`config.mk`:
```
export PLATFORM = sky130hd
export DESIGN_NAME = id_ex_stage
export DESIGN_NICKNAME = d
export VERILOG_FILES = /design/src/rtl/core_pkg.sv /design/src/rtl/hazard_unit.sv /design/src/rtl/id_ex_stage.sv
export SDC_FILE = /design/constraint.sdc
export NUM_CORES = 1
export LEC_CHECK = 0
export CAP_MARGIN = 20
export CORE_ASPECT_RATIO = 1.25
export CORE_UTILIZATION = 35
export CTS_CLUSTER_DIAMETER = 60
export DETAILED_ROUTE_END_ITERATION = 8
export PLACE_DENSITY = 0.71
export SLEW_MARGIN = 40
export SYNTH_ARGS = -nofsm -noshare
export SYNTH_HDL_FRONTEND = slang
export SYNTH_SLANG_ARGS = --single-unit
```
`constraint.sdc`:
```
create_clock -name clk -period 8.95 [get_ports clk]
set_clock_uncertainty 0.2 [all_clocks]
set_input_delay 1.79 -clock clk [delete_from_list [all_inputs] [get_ports clk]]
set_output_delay 1.79 -clock clk [all_outputs]
set_load 0.005 [all_outputs]
```
`src/rtl/core_pkg.sv`:
```
// Shared RV32I core types: ALU op encodings, default widths and the ID/EX register layout.
package core_pkg;

  localparam int XLEN       = 32;
  localparam int REG_ADDR_W = 5;
  localparam int ALU_OP_W   = 4;

  localparam logic [ALU_OP_W-1:0] ALU_ADD  = 4'd0;
  localparam logic [ALU_OP_W-1:0] ALU_SUB  = 4'd1;
  localparam logic [ALU_OP_W-1:0] ALU_AND  = 4'd2;
  localparam logic [ALU_OP_W-1:0] ALU_OR   = 4'd3;
  localparam logic [ALU_OP_W-1:0] ALU_XOR  = 4'd4;
  localparam logic [ALU_OP_W-1:0] ALU_SLL  = 4'd5;
  localparam logic [ALU_OP_W-1:0] ALU_SRL  = 4'd6;
  localparam logic [ALU_OP_W-1:0] ALU_SRA  = 4'd7;
  localparam logic [ALU_OP_W-1:0] ALU_SLT  = 4'd8;
  localparam logic [ALU_OP_W-1:0] ALU_SLTU = 4'd9;

  typedef struct packed {
    logic                  valid;
    logic [XLEN-1:0]       pc;
    logic [XLEN-1:0]       imm;
    logic [XLEN-1:0]       op1;
    logic [XLEN-1:0]       op2;
    logic [REG_ADDR_W-1:0] rs1;
    logic [REG_ADDR_W-1:0] rs2;
    logic [REG_ADDR_W-1:0] rd;
    logic                  reg_write;
    logic                  mem_read;
    logic                  mem_write;
    logic                  alu_src;
    logic [ALU_OP_W-1:0]   alu_op;
  } id_ex_t;

endpackage

```
`src/rtl/hazard_unit.sv`:
```
// Load-use detector: stalls decode when the load in EX feeds a source of the decoded instruction.
// Purely combinational; a taken flush suppresses the stall since the younger instruction dies anyway.
module hazard_unit
  import core_pkg::*;
#(
  parameter int ADDRESS_WIDTH = REG_ADDR_W
) (
  input  logic                     id_valid_i,
  input  logic [ADDRESS_WIDTH-1:0] id_rs1_i,
  input  logic [ADDRESS_WIDTH-1:0] id_rs2_i,
  input  logic                     ex_valid_i,
  input  logic                     ex_mem_read_i,
  input  logic [ADDRESS_WIDTH-1:0] ex_rd_i,
  input  logic                     ex_flush_i,
  output logic                     id_stall_o
);

  logic rd_match;

  assign rd_match   = (ex_rd_i != '0) && ((ex_rd_i == id_rs1_i) || (ex_rd_i == id_rs2_i));
  assign id_stall_o = id_valid_i && ex_valid_i && ex_mem_read_i && rd_match && !ex_flush_i;

endmodule

```
`src/rtl/id_ex_stage.sv`:
```
// ID/EX pipeline register with same-cycle writeback bypass; 1-cycle latency.
// Inserts a bubble on branch flush (highest priority) or load-use stall.
module id_ex_stage
  import core_pkg::*;
#(
  parameter int DATA_WIDTH    = XLEN,
  parameter int ADDRESS_WIDTH = REG_ADDR_W,
  parameter int ALUOP_WIDTH   = ALU_OP_W
) (
  input  logic                     clk,
  input  logic                     rst,
  input  logic                     id_valid,
  input  logic [DATA_WIDTH-1:0]    id_pc,
  input  logic [ADDRESS_WIDTH-1:0] id_rs1,
  input  logic [ADDRESS_WIDTH-1:0] id_rs2,
  input  logic [ADDRESS_WIDTH-1:0] id_rd,
  input  logic [DATA_WIDTH-1:0]    id_imm,
  input  logic                     id_reg_write,
  input  logic                     id_mem_read,
  input  logic                     id_mem_write,
  input  logic                     id_alu_src,
  input  logic [ALUOP_WIDTH-1:0]   id_alu_op,
  input  logic [DATA_WIDTH-1:0]    rf_read1,
  input  logic [DATA_WIDTH-1:0]    rf_read2,
  input  logic                     wb_reg_write,
  input  logic [ADDRESS_WIDTH-1:0] wb_rd,
  input  logic [DATA_WIDTH-1:0]    wb_data,
  input  logic                     ex_flush,
  output logic                     id_stall,
  output logic                     ex_valid,
  output logic [DATA_WIDTH-1:0]    ex_pc,
  output logic [DATA_WIDTH-1:0]    ex_imm,
  output logic [DATA_WIDTH-1:0]    ex_op1,
  output logic [DATA_WIDTH-1:0]    ex_op2,
  output logic [ADDRESS_WIDTH-1:0] ex_rs1,
  output logic [ADDRESS_WIDTH-1:0] ex_rs2,
  output logic [ADDRESS_WIDTH-1:0] ex_rd,
  output logic                     ex_reg_write,
  output logic                     ex_mem_read,
  output logic                     ex_mem_write,
  output logic                     ex_alu_src,
  output logic [ALUOP_WIDTH-1:0]   ex_alu_op
);

  id_ex_t                ex_d, ex_q;
  logic [DATA_WIDTH-1:0] op1, op2;
  logic                  bypass1, bypass2;

  // Regfile reads do not see a write landing this cycle, so forward it here.
  assign bypass1 = wb_reg_write && (wb_rd != '0) && (wb_rd == id_rs1);
  assign bypass2 = wb_reg_write && (wb_rd != '0) && (wb_rd == id_rs2);
  assign op1     = bypass1 ? wb_data : rf_read1;
  assign op2     = bypass2 ? wb_data : rf_read2;

  hazard_unit #(
    .ADDRESS_WIDTH(ADDRESS_WIDTH)
  ) u_hazard (
    .id_valid_i    (id_valid),
    .id_rs1_i      (id_rs1),
    .id_rs2_i      (id_rs2),
    .ex_valid_i    (ex_q.valid),
    .ex_mem_read_i (ex_q.mem_read),
    .ex_rd_i       (ex_q.rd),
    .ex_flush_i    (ex_flush),
    .id_stall_o    (id_stall)
  );

  always_comb begin
    ex_d = ex_q;
    if (ex_flush || id_stall) begin
      // Bubble: only the side-effect controls matter; data fields just hold.
      ex_d.valid     = 1'b0;
      ex_d.reg_write = 1'b0;
      ex_d.mem_read  = 1'b0;
      ex_d.mem_write = 1'b0;
    end else begin
      ex_d.valid     = id_valid;
      ex_d.pc        = id_pc;
      ex_d.imm       = id_imm;
      ex_d.op1       = op1;
      ex_d.op2       = op2;
      ex_d.rs1       = id_rs1;
      ex_d.rs2       = id_rs2;
      ex_d.rd        = id_rd;
      ex_d.reg_write = id_reg_write && id_valid;
      ex_d.mem_read  = id_mem_read && id_valid;
      ex_d.mem_write = id_mem_write && id_valid;
      ex_d.alu_src   = id_alu_src;
      ex_d.alu_op    = id_alu_op;
    end
  end

  always_ff @(posedge clk or posedge rst) begin
    if (rst) begin
      ex_q <= '0;
    end else begin
      ex_q <= ex_d;
    end
  end

  assign ex_valid     = ex_q.valid;
  assign ex_pc        = ex_q.pc;
  assign ex_imm       = ex_q.imm;
  assign ex_op1       = ex_q.op1;
  assign ex_op2       = ex_q.op2;
  assign ex_rs1       = ex_q.rs1;
  assign ex_rs2       = ex_q.rs2;
  assign ex_rd        = ex_q.rd;
  assign ex_reg_write = ex_q.reg_write;
  assign ex_mem_read  = ex_q.mem_read;
  assign ex_mem_write = ex_q.mem_write;
  assign ex_alu_src   = ex_q.alu_src;
  assign ex_alu_op    = ex_q.alu_op;

endmodule

```
==> results.toml, run 1 <==
[timing]
hold_viol_final = 0
slew_violations = 0
worstMarginPinSlew_ns = 0.7583
final-setup-viol-count = 0
setup_ws_ns = 3.234
slew_headroom_pct = 49.07
min_period_ns = 5.716
rsz0062_at_grt = "false"
fin_crit_sh_pct = 63.87
fin_tns_setup_ns = 0
clock.fmax_mhz = 174.9

[synthesis]
async_flop_share_pct = 100.0
synth.top_cells.by_count = "dfrtp_1 (152), mux2_4 (120), mux2_2 (92)"
synth_fp_nets = 622
synth-seq-cells = 152
avgSynthCellArea_um2 = 16.68
syn_area_mm2 = 0.007156
netlist_top_cells_area = "dfrtp_1 (53%), mux2_4 (25%), mux2_2 (14%)"
ys_seq_area_share_pct = 53.16
yosys.area.top_type_share_pct = 53.16
synthCells = 429
yosysTopAreaCell = "dfrtp_1"
synth_ff_type = "dfrtp_1"
synth.distinct_cells = 22
synth_edf_count = 0
ys_warn_count = 0
synth.most_common_cell = "dfrtp_1"

[cts]
cts_resized = 0
clkSinkCount = 152
cts_tree = "yes"
postCtsSetupBuffers = 0
clock_path_buffers = 2
clk_latency_ns = 0.41
htree_levels = 4
cts_buffers = 17
root_buffer = "clkbuf_16"
ctsHoldBuffers = 0
clk_pin_slew_ns = 0.07

[route]
first_iter_violations = 153
detail_route.first_pass.iterations = 4
final_antenna_net_count = 0
drt_wl_total_um = 20220
wl_per_cell_um = 19.09
via_count = 4978
drc = 0
vias_per_cell = 4.701

[global_routing]
grt_overflow = 0
grt_antenna_before_repair = 0
grtUsageTotal_pct = 19.25
grt_pass1_vias = 5534
grt_first_pass_wirelength_um = 30620
grt_max_degree = 149

[place]
dpl.hpwl_um = 14720
pre_cts_ws_ns = 3.243
io_buffers = 345
gp_congestion = 0.9137

[power]
power.density_mw_per_mm2 = 172.1
vdd_drop_max_uv = 112.6
p_leak_nw = 4.827
p_total_mw = 1.976

[worst_setup_path]
r2r-end = "ex_pc[23]"
critPathLaunchType = "primary input"
crit_chain = "clkdlybuf4s50_1 -> xnor2_1 -> nand3_1 -> o22ai_1 -> nand2_1 -> nor2_1 -> clkdlybuf4s50_1"
endpoint_kind = "output port"
path_buf_inv = 2
reg2reg_slack_ns = 6.25
critPathMaxFanout = 5
reg2reg_from = "ex_rd[2]"
ff2ff_path_depth = 7
worst_path_most_repeated_cell = "clkdlybuf4s50_1"
slowest_delay_ns = 0.55
slowest_stage = "clkdlybuf4s50_1"
cp.arrival_ns = 3.73
path_delay_family = "buffers and inverters"
worstSetupPathType = "in2out"
required_ns = 6.96

[cells_and_area]
diodes = 0
seq_area_mm2 = 0.003804
layout-drive-gt1-share_pct = 32.19
fillCellCount = 1647
area_growth_pct = 60.45
multi_input_area_mm2 = 0.003196
nets = 969

[worst_hold_path]
min_from = "ex_pc[16]"
holdPathStages = 1
holdPathEnd = "ex_pc[16]"
hp-class = "reg2reg"

[floorplan]
die_height_um = 161.9
die_w_um = 129.9
die-area_mm2 = 0.02102
row_count = 58
core_mm2 = 0.02010
start_util_pct = 35.60
ios = 346

[run_status]
outcome = "finished, final reports clean"

[job]
maxCapViolCount = 0
flip-flops by register name (all words and copies together) (netlist names), 4 cells and up:
name / cells
ex_alu_op: 4
ex_imm: 32
ex_op1: 32
ex_op2: 32
ex_pc: 32
ex_rd: 5
ex_rs1: 5
ex_rs2: 5
worst max-delay path by stage:
stage	startpoint	depth (start not counted)	slack, ns	end
2_1_floorplan	rst	1	2.87	ex_alu_op[0]
3_3_place_gp	id_rs1[2]	7	3.30	id_stall
3_5_place_dp	id_rs1[0]	7	3.24	id_stall
4_1_cts	id_rs1[2]	7	3.25	id_stall
5_1_grt	id_rs1[0]	7	3.16	id_stall
6_report	id_rs1[4]	7	3.23	id_stall
stage by stage:
step | hold slack [ns] | util (%) | cells | instance area (um^2)
final | 0.3061 | 57.11 | 1059 | 11480
after floorplan | 0.3055 | - | 429 | 7156
after global routing | 0.3211 | 57.11 | 1059 | 11480
after CTS | 0.3105 | 56.96 | 1058 | 11450
after detailed placement | 0.2939 | 53.95 | 1026 | 10850
after global placement | 0.2895 | 53.93 | 1026 | 10840
routing by layer:
layer / vias up / GRT usage [%] / share of wire (%)
li1: 2234 / - / -
met1: 2473 / 20.98 / 38
met3: 28 / 6.818 / 7.9
met5: - / 0 / 0
met4: 0 / 7.135 / 2.4
met2: 243 / 33.93 / 52
power breakdown:
group | internal, mW | switching (mW)
logic | 0.303 | 0.128
registers | 0.758 | 0.0432
clock network | 0.425 | 0.319
total | 1.49 | 0.490
cell families (layout without fill, tap and decap cells):
logic type / after synthesis / after routing / synth area share (%)
compound gates: 3 / 3 / 0.2274
xor+xnor: 20 / 20 / 2.448
buf+inv: 23 / 383 / 2.343
flops: 152 / 152 / 53.16
mux: 212 / 212 / 39.66
simple gates: 19 / 19 / 2.168
final cells by class:
class / instances / area share (%)
Sequential cell: 152 / 33.13
Timing Repair Buffer: 350 / 30.74
Multi-Input combinational cell: 254 / 27.83
Clock buffer: 18 / 3.738
Tap cell: 270 / 2.942
Clock inverter: 14 / 1.537
Inverter: 1 / 0.07629
cell usage in the layout (no fill, tap or decap), types with 3 or more instances in the layout:
cell and n:
clkinvlp_4 3, inv_6 4, and4b_1 3, nand2_1 3, nand3_1 3, dfrtp_1 152
xor2_1 4, mux2_2 92, clkdlybuf4s50_1 345, mux2_4 120, xnor2_1 16, clkbuf_16 17
inv_8 6
No activity file was read; power rests on OpenSTA's default activity.
==> run 2: changes to the inputs <==
PLACE_DENSITY = 0.73   (was 0.71)
clock period = 4.6 ns   (was 8.95 ns; I/O delays follow)
==> run 2 against run 1 <==
  * Die area unchanged
  * Via count decreased by 0.40%
  * Power increased by 89%
  * Critical path depth unchanged
  * Utilization decreased by 0.062 points
  * Non-clock buffer count increased by 3
  * Critical endpoint unchanged
  * Largest power group unchanged
==> results.toml, run 2 (synthesized netlist as in run 1, its figures left out) <==
[run_status]
outcome = "finished, final reports clean"

[worst_setup_path]
cp-endpoint = "id_stall"
ff2ff_path_depth = 6
reg2reg_from = "ex_rd[0]"
crit_chain = "clkdlybuf4s50_1 -> xnor2_1 -> nand3_1 -> o22ai_1 -> nand2_1 -> nor2_1 -> clkdlybuf4s50_1"
path_buf_inv = 2
worst-path-stages = 7
endpoint_kind = "output port"
slowest_stage = "clkdlybuf4s50_1"
cp.arrival_ns = 2.88
reg2reg_slack_ns = 2.25
path_delay_family = "buffers and inverters"
critPathLaunchType = "primary input"
worstSetupPathType = "in2out"
r2r-end = "ex_pc[0]"
worst_path_most_repeated_cell = "clkdlybuf4s50_1"
slowest_delay_ns = 0.57
critPathMaxFanout = 5
crit_path_start = "id_rs1[0]"
required_ns = 3.48

[power]
vdd_drop_max_uv = 220.5
p_total_mw = 3.727
power.density_mw_per_mm2 = 324.9
p_leak_nw = 4.820

[timing]
hold_viol_final = 0
fin_crit_sh_pct = 86.86
worstMarginPinSlew_ns = 0.5178
slew_headroom_pct = 65.48
fin_tns_setup_ns = 0
clock.fmax_mhz = 250.3
min_period_ns = 3.996
whs_ns = 0.3057
slew_violations = 0
rsz0062_at_grt = "false"
setup_ws_ns = 0.6043
final-setup-viol-count = 0

[place]
pre_cts_ws_ns = 0.6352
dpl.hpwl_um = 14520
dpl_cell_area_mm2 = 0.01089
io_buffers = 345
gp_congestion = 0.9518
placed_cells = 1029

[global_routing]
grt_antenna_before_repair = 0
grt_pass1_vias = 5618
grtUsageTotal_pct = 18.86
grt_overflow = 0
grt_max_degree = 153
grt_first_pass_wirelength_um = 29960

[job]
maxCapViolCount = 0

[cells_and_area]
nets = 972
layout-drive-gt1-share_pct = 32.32
final_cell_mix = "clkdlybuf4s50_1 (345), dfrtp_1 (152), mux2_4 (120), mux2_2 (92), clkbuf_16 (17)"
fillCellCount = 1641
final_common_cell = "clkdlybuf4s50_1"
area_growth_pct = 60.27
stdcell_count = 1062
fin_area_mm2 = 0.01147
final_util_pct = 57.05
diodes = 0

[cts]
cts_resized = 0
clk_latency_ns = 0.42
cts_buffers = 17
clock_path_buffers = 2
clkSinkCount = 152
root_buffer = "clkbuf_16"
postCtsSetupBuffers = 0
cts_tree = "yes"
clk_pin_slew_ns = 0.06
htree_levels = 4
ctsHoldBuffers = 0

[route]
wl_per_cell_um = 18.63
detail_route.first_pass.iterations = 6
first_iter_violations = 148
vias_per_cell = 4.669
drt_wl_total_um = 19780
via_count = 4958
drc = 0
final_antenna_net_count = 0

[worst_hold_path]
hp-class = "reg2reg"

[floorplan]
row_count = 58
core_mm2 = 0.02010
die-area_mm2 = 0.02102
die_w_um = 129.9
die_height_um = 161.9
start_util_pct = 35.60
ios = 346
run 2: changes by cell type in the layout (fill, tap and decap cells not counted):
cell	delta
bufinv_16	-1
clkinvlp_4	+1
clkbuf_1	+1
clkbuf_8	-1
buf_4	+2
inv_8	-6
clkinv_4	+2
clkinv_2	+3
buf_12	+2
run 2: layout make-up:
cell class                 count  area (um^2)  share of cell area [%]
timing repair buffer         353         3571                   31.14
sequential                   152         3804                   33.17
inverter                       1        7.507                 0.06546
clock inverter                13        120.1                   1.047
tap                          270        337.8                   2.946
multi-input combinational    254         3196                   27.86
clock buffer                  19        432.9                   3.775
run 2: worst min path at each step:
stage	start	endpoint	slack, ns	cells after the start
CTS	ex_imm[22]	ex_imm[22]	0.31	1
detailed placement	ex_op2[13]	ex_op2[13]	0.29	1
floorplan	ex_alu_op[0]	ex_alu_op[0]	0.31	1
finish	ex_imm[22]	ex_imm[22]	0.31	1
global placement	ex_pc[18]	ex_pc[18]	0.29	1
global route	ex_rs1[2]	ex_rs1[2]	0.32	1
run 2: where the power goes:
| group | switching, mW | internal (mW) | leakage, nW |
|---|---|---|---|
| clock network | 0.581 | 0.750 | 0.265 |
| registers | 0.0852 | 1.47 | 1.78 |
| logic | 0.244 | 0.591 | 2.77 |
| total | 0.910 | 2.82 | 4.82 |
run 2: metal layers:
layer	vias to the layer above	global-route usage [%]	part of all wire [%]
met1	2469	19.44	36
met4	0	8.140	3.0
met5	-	0	0
li1	2234	-	-
met2	221	34.08	54
met3	34	6.588	7.3
run 2: worst reg2reg max path, cell delays in order (launching register included):
cell     delay, ns
dfrtp_1       0.47
xnor2_1       0.18
nand3_1       0.11
o22ai_1       0.15
a21oi_4       0.24
buf_12        0.40
mux2_2        0.50
==> run 3: changes to the inputs <==
CORE_MARGIN = 2   (was default)
CORE_UTILIZATION = 37   (was 35)
CTS_CLUSTER_SIZE = 40   (was default)
PLACE_DENSITY = 0.77   (was 0.73)
==> run 3 against run 2 <==
  * Count of clock-buffer cells in the layout is 3 higher
  * Wire length grew 1.8%
  * Maximum frequency up 0.43%
  * Largest cell class unchanged
  * Highest routed layer unchanged
==> results.toml, run 3 (synthesized netlist as in run 1, its figures left out) <==
[floorplan]
start_util_pct = 37.96
die-area_mm2 = 0.02047
row_count = 56
die_w_um = 128.4
ios = 346
core_mm2 = 0.01885
die_height_um = 159.5

[place]
placed_cells = 993
io_buffers = 345
dpl.hpwl_um = 15150
pre_cts_ws_ns = 0.6418
gp_congestion = 0.9194

[cells_and_area]
layout-drive-gt1-share_pct = 32.20
fillCellCount = 1426
final_cell_mix = "clkdlybuf4s50_1 (345), dfrtp_1 (152), mux2_4 (120), mux2_2 (92), clkbuf_16 (17)"
stdcell_count = 1024
area_growth_pct = 61.09
nets = 973
final_common_cell = "clkdlybuf4s50_1"
diodes = 0
final_util_pct = 61.16

[route]
via_count = 4950
drt_wl_total_um = 20140
wl_per_cell_um = 19.67
vias_per_cell = 4.834
first_iter_violations = 178
drc = 0
final_antenna_net_count = 0
detail_route.first_pass.iterations = 4

[worst_setup_path]
critPathMaxFanout = 5
critPathLaunchType = "primary input"
endpoint_kind = "output port"
cp.arrival_ns = 2.86
worstSetupPathType = "in2out"
required_ns = 3.48

[global_routing]
grt_pass1_vias = 5758
grt_max_degree = 78
grt_first_pass_wirelength_um = 31360
grtUsageTotal_pct = 19.85
grt_overflow = 0
grt_antenna_before_repair = 0

[timing]
slew_violations = 0
worstMarginPinSlew_ns = 0.6643
fin_crit_sh_pct = 86.49
clock.fmax_mhz = 251.3
slew_headroom_pct = 55.71
setup_ws_ns = 0.6213
min_period_ns = 3.979
rsz0062_at_grt = "false"
final-setup-viol-count = 0
fin_tns_setup_ns = 0
hold_viol_final = 0

[cts]
postCtsSetupBuffers = 0
cts_resized = 0
clkSinkCount = 152
clock_path_buffers = 2
htree_levels = 4
clk_latency_ns = 0.41
cts_buffers = 17
root_buffer = "clkbuf_16"
clk_pin_slew_ns = 0.06
cts_tree = "yes"
ctsHoldBuffers = 0

[run_status]
outcome = "finished, final reports clean"

[power]
power.density_mw_per_mm2 = 337.6
p_leak_nw = 4.869
vdd_drop_max_uv = 202.8
p_total_mw = 3.891

[job]
maxCapViolCount = 0

[worst_hold_path]
hp-class = "reg2reg"
run 3: cell types whose count changed in the layout (fill, tap and decap cells not counted):
cell        change
bufinv_16       +3
clkinv_2        -3
buf_12          +2
clkbuf_8        +2
clkinv_4        -2
clkinvlp_4      -2
buf_4           -1
clkbuf_1        +1
run 3: worst max-delay path, cell delays in order:
cell             delay, ns
clkdlybuf4s50_1       0.56
xnor2_1               0.16
nand3_1               0.11
o22ai_1               0.30
nand2_1               0.18
nor2_1                0.12
clkdlybuf4s50_1       0.51
run 3: cell type report:
class                           count  area, um^2  area share, %
Inverter                            1       7.507        0.06513
Clock inverter                      9       162.7          1.411
Multi-Input combinational cell    254        3196          27.72
Sequential cell                   152        3804          33.00
Clock buffer                       22       464.2          4.027
Tap cell                          232       290.3          2.518
Timing Repair Buffer              354        3603          31.26
run 3: path summary, 6_finish.rpt:
check / slack (ns) / startpoint / depth (start not counted) / endpoint
min in group asynchronous: 0.56 / rst / 2 / ex_op1[25]
min: 0.30 / ex_rs1[3] / 1 / ex_rs1[3]
max in group asynchronous: 2.91 / rst / 3 / ex_pc[26]
max: 0.62 / id_rs2[2] / 7 / id_stall
max reg2reg: 2.07 / ex_rd[1] / 5 / ex_imm[5]
min reg2reg: 0.30 / ex_rs1[3] / 1 / ex_rs1[3]
run 3: where the power goes:
part	leakage [nW]	internal, mW	switching (mW)
logic	2.78	0.595	0.249
clock network	0.302	0.942	0.547
registers	1.78	1.48	0.0838
total	4.87	3.01	0.880
run 3: stage by stage:
stage	area (um^2)	hold slack, ns
after CTS	11530	0.3085
final	11530	0.3040
after floorplan	7159	0.3055
after detailed placement	10900	0.2924
after global routing	11530	0.3170
after global placement	10850	0.2883
run 3: per-layer routing:
layer / wire length, um / part of all wire, % / global-route usage, % / vias to the layer above
met5: 0 / 0 / 0 / -
met4: 476 / 2.4 / 7.243 / 0
met3: 1516 / 7.5 / 7.292 / 32
met2: 10880 / 54 / 35.90 / 204
met1: 7269 / 36 / 20.80 / 2473
li1: - / - / - / 2241
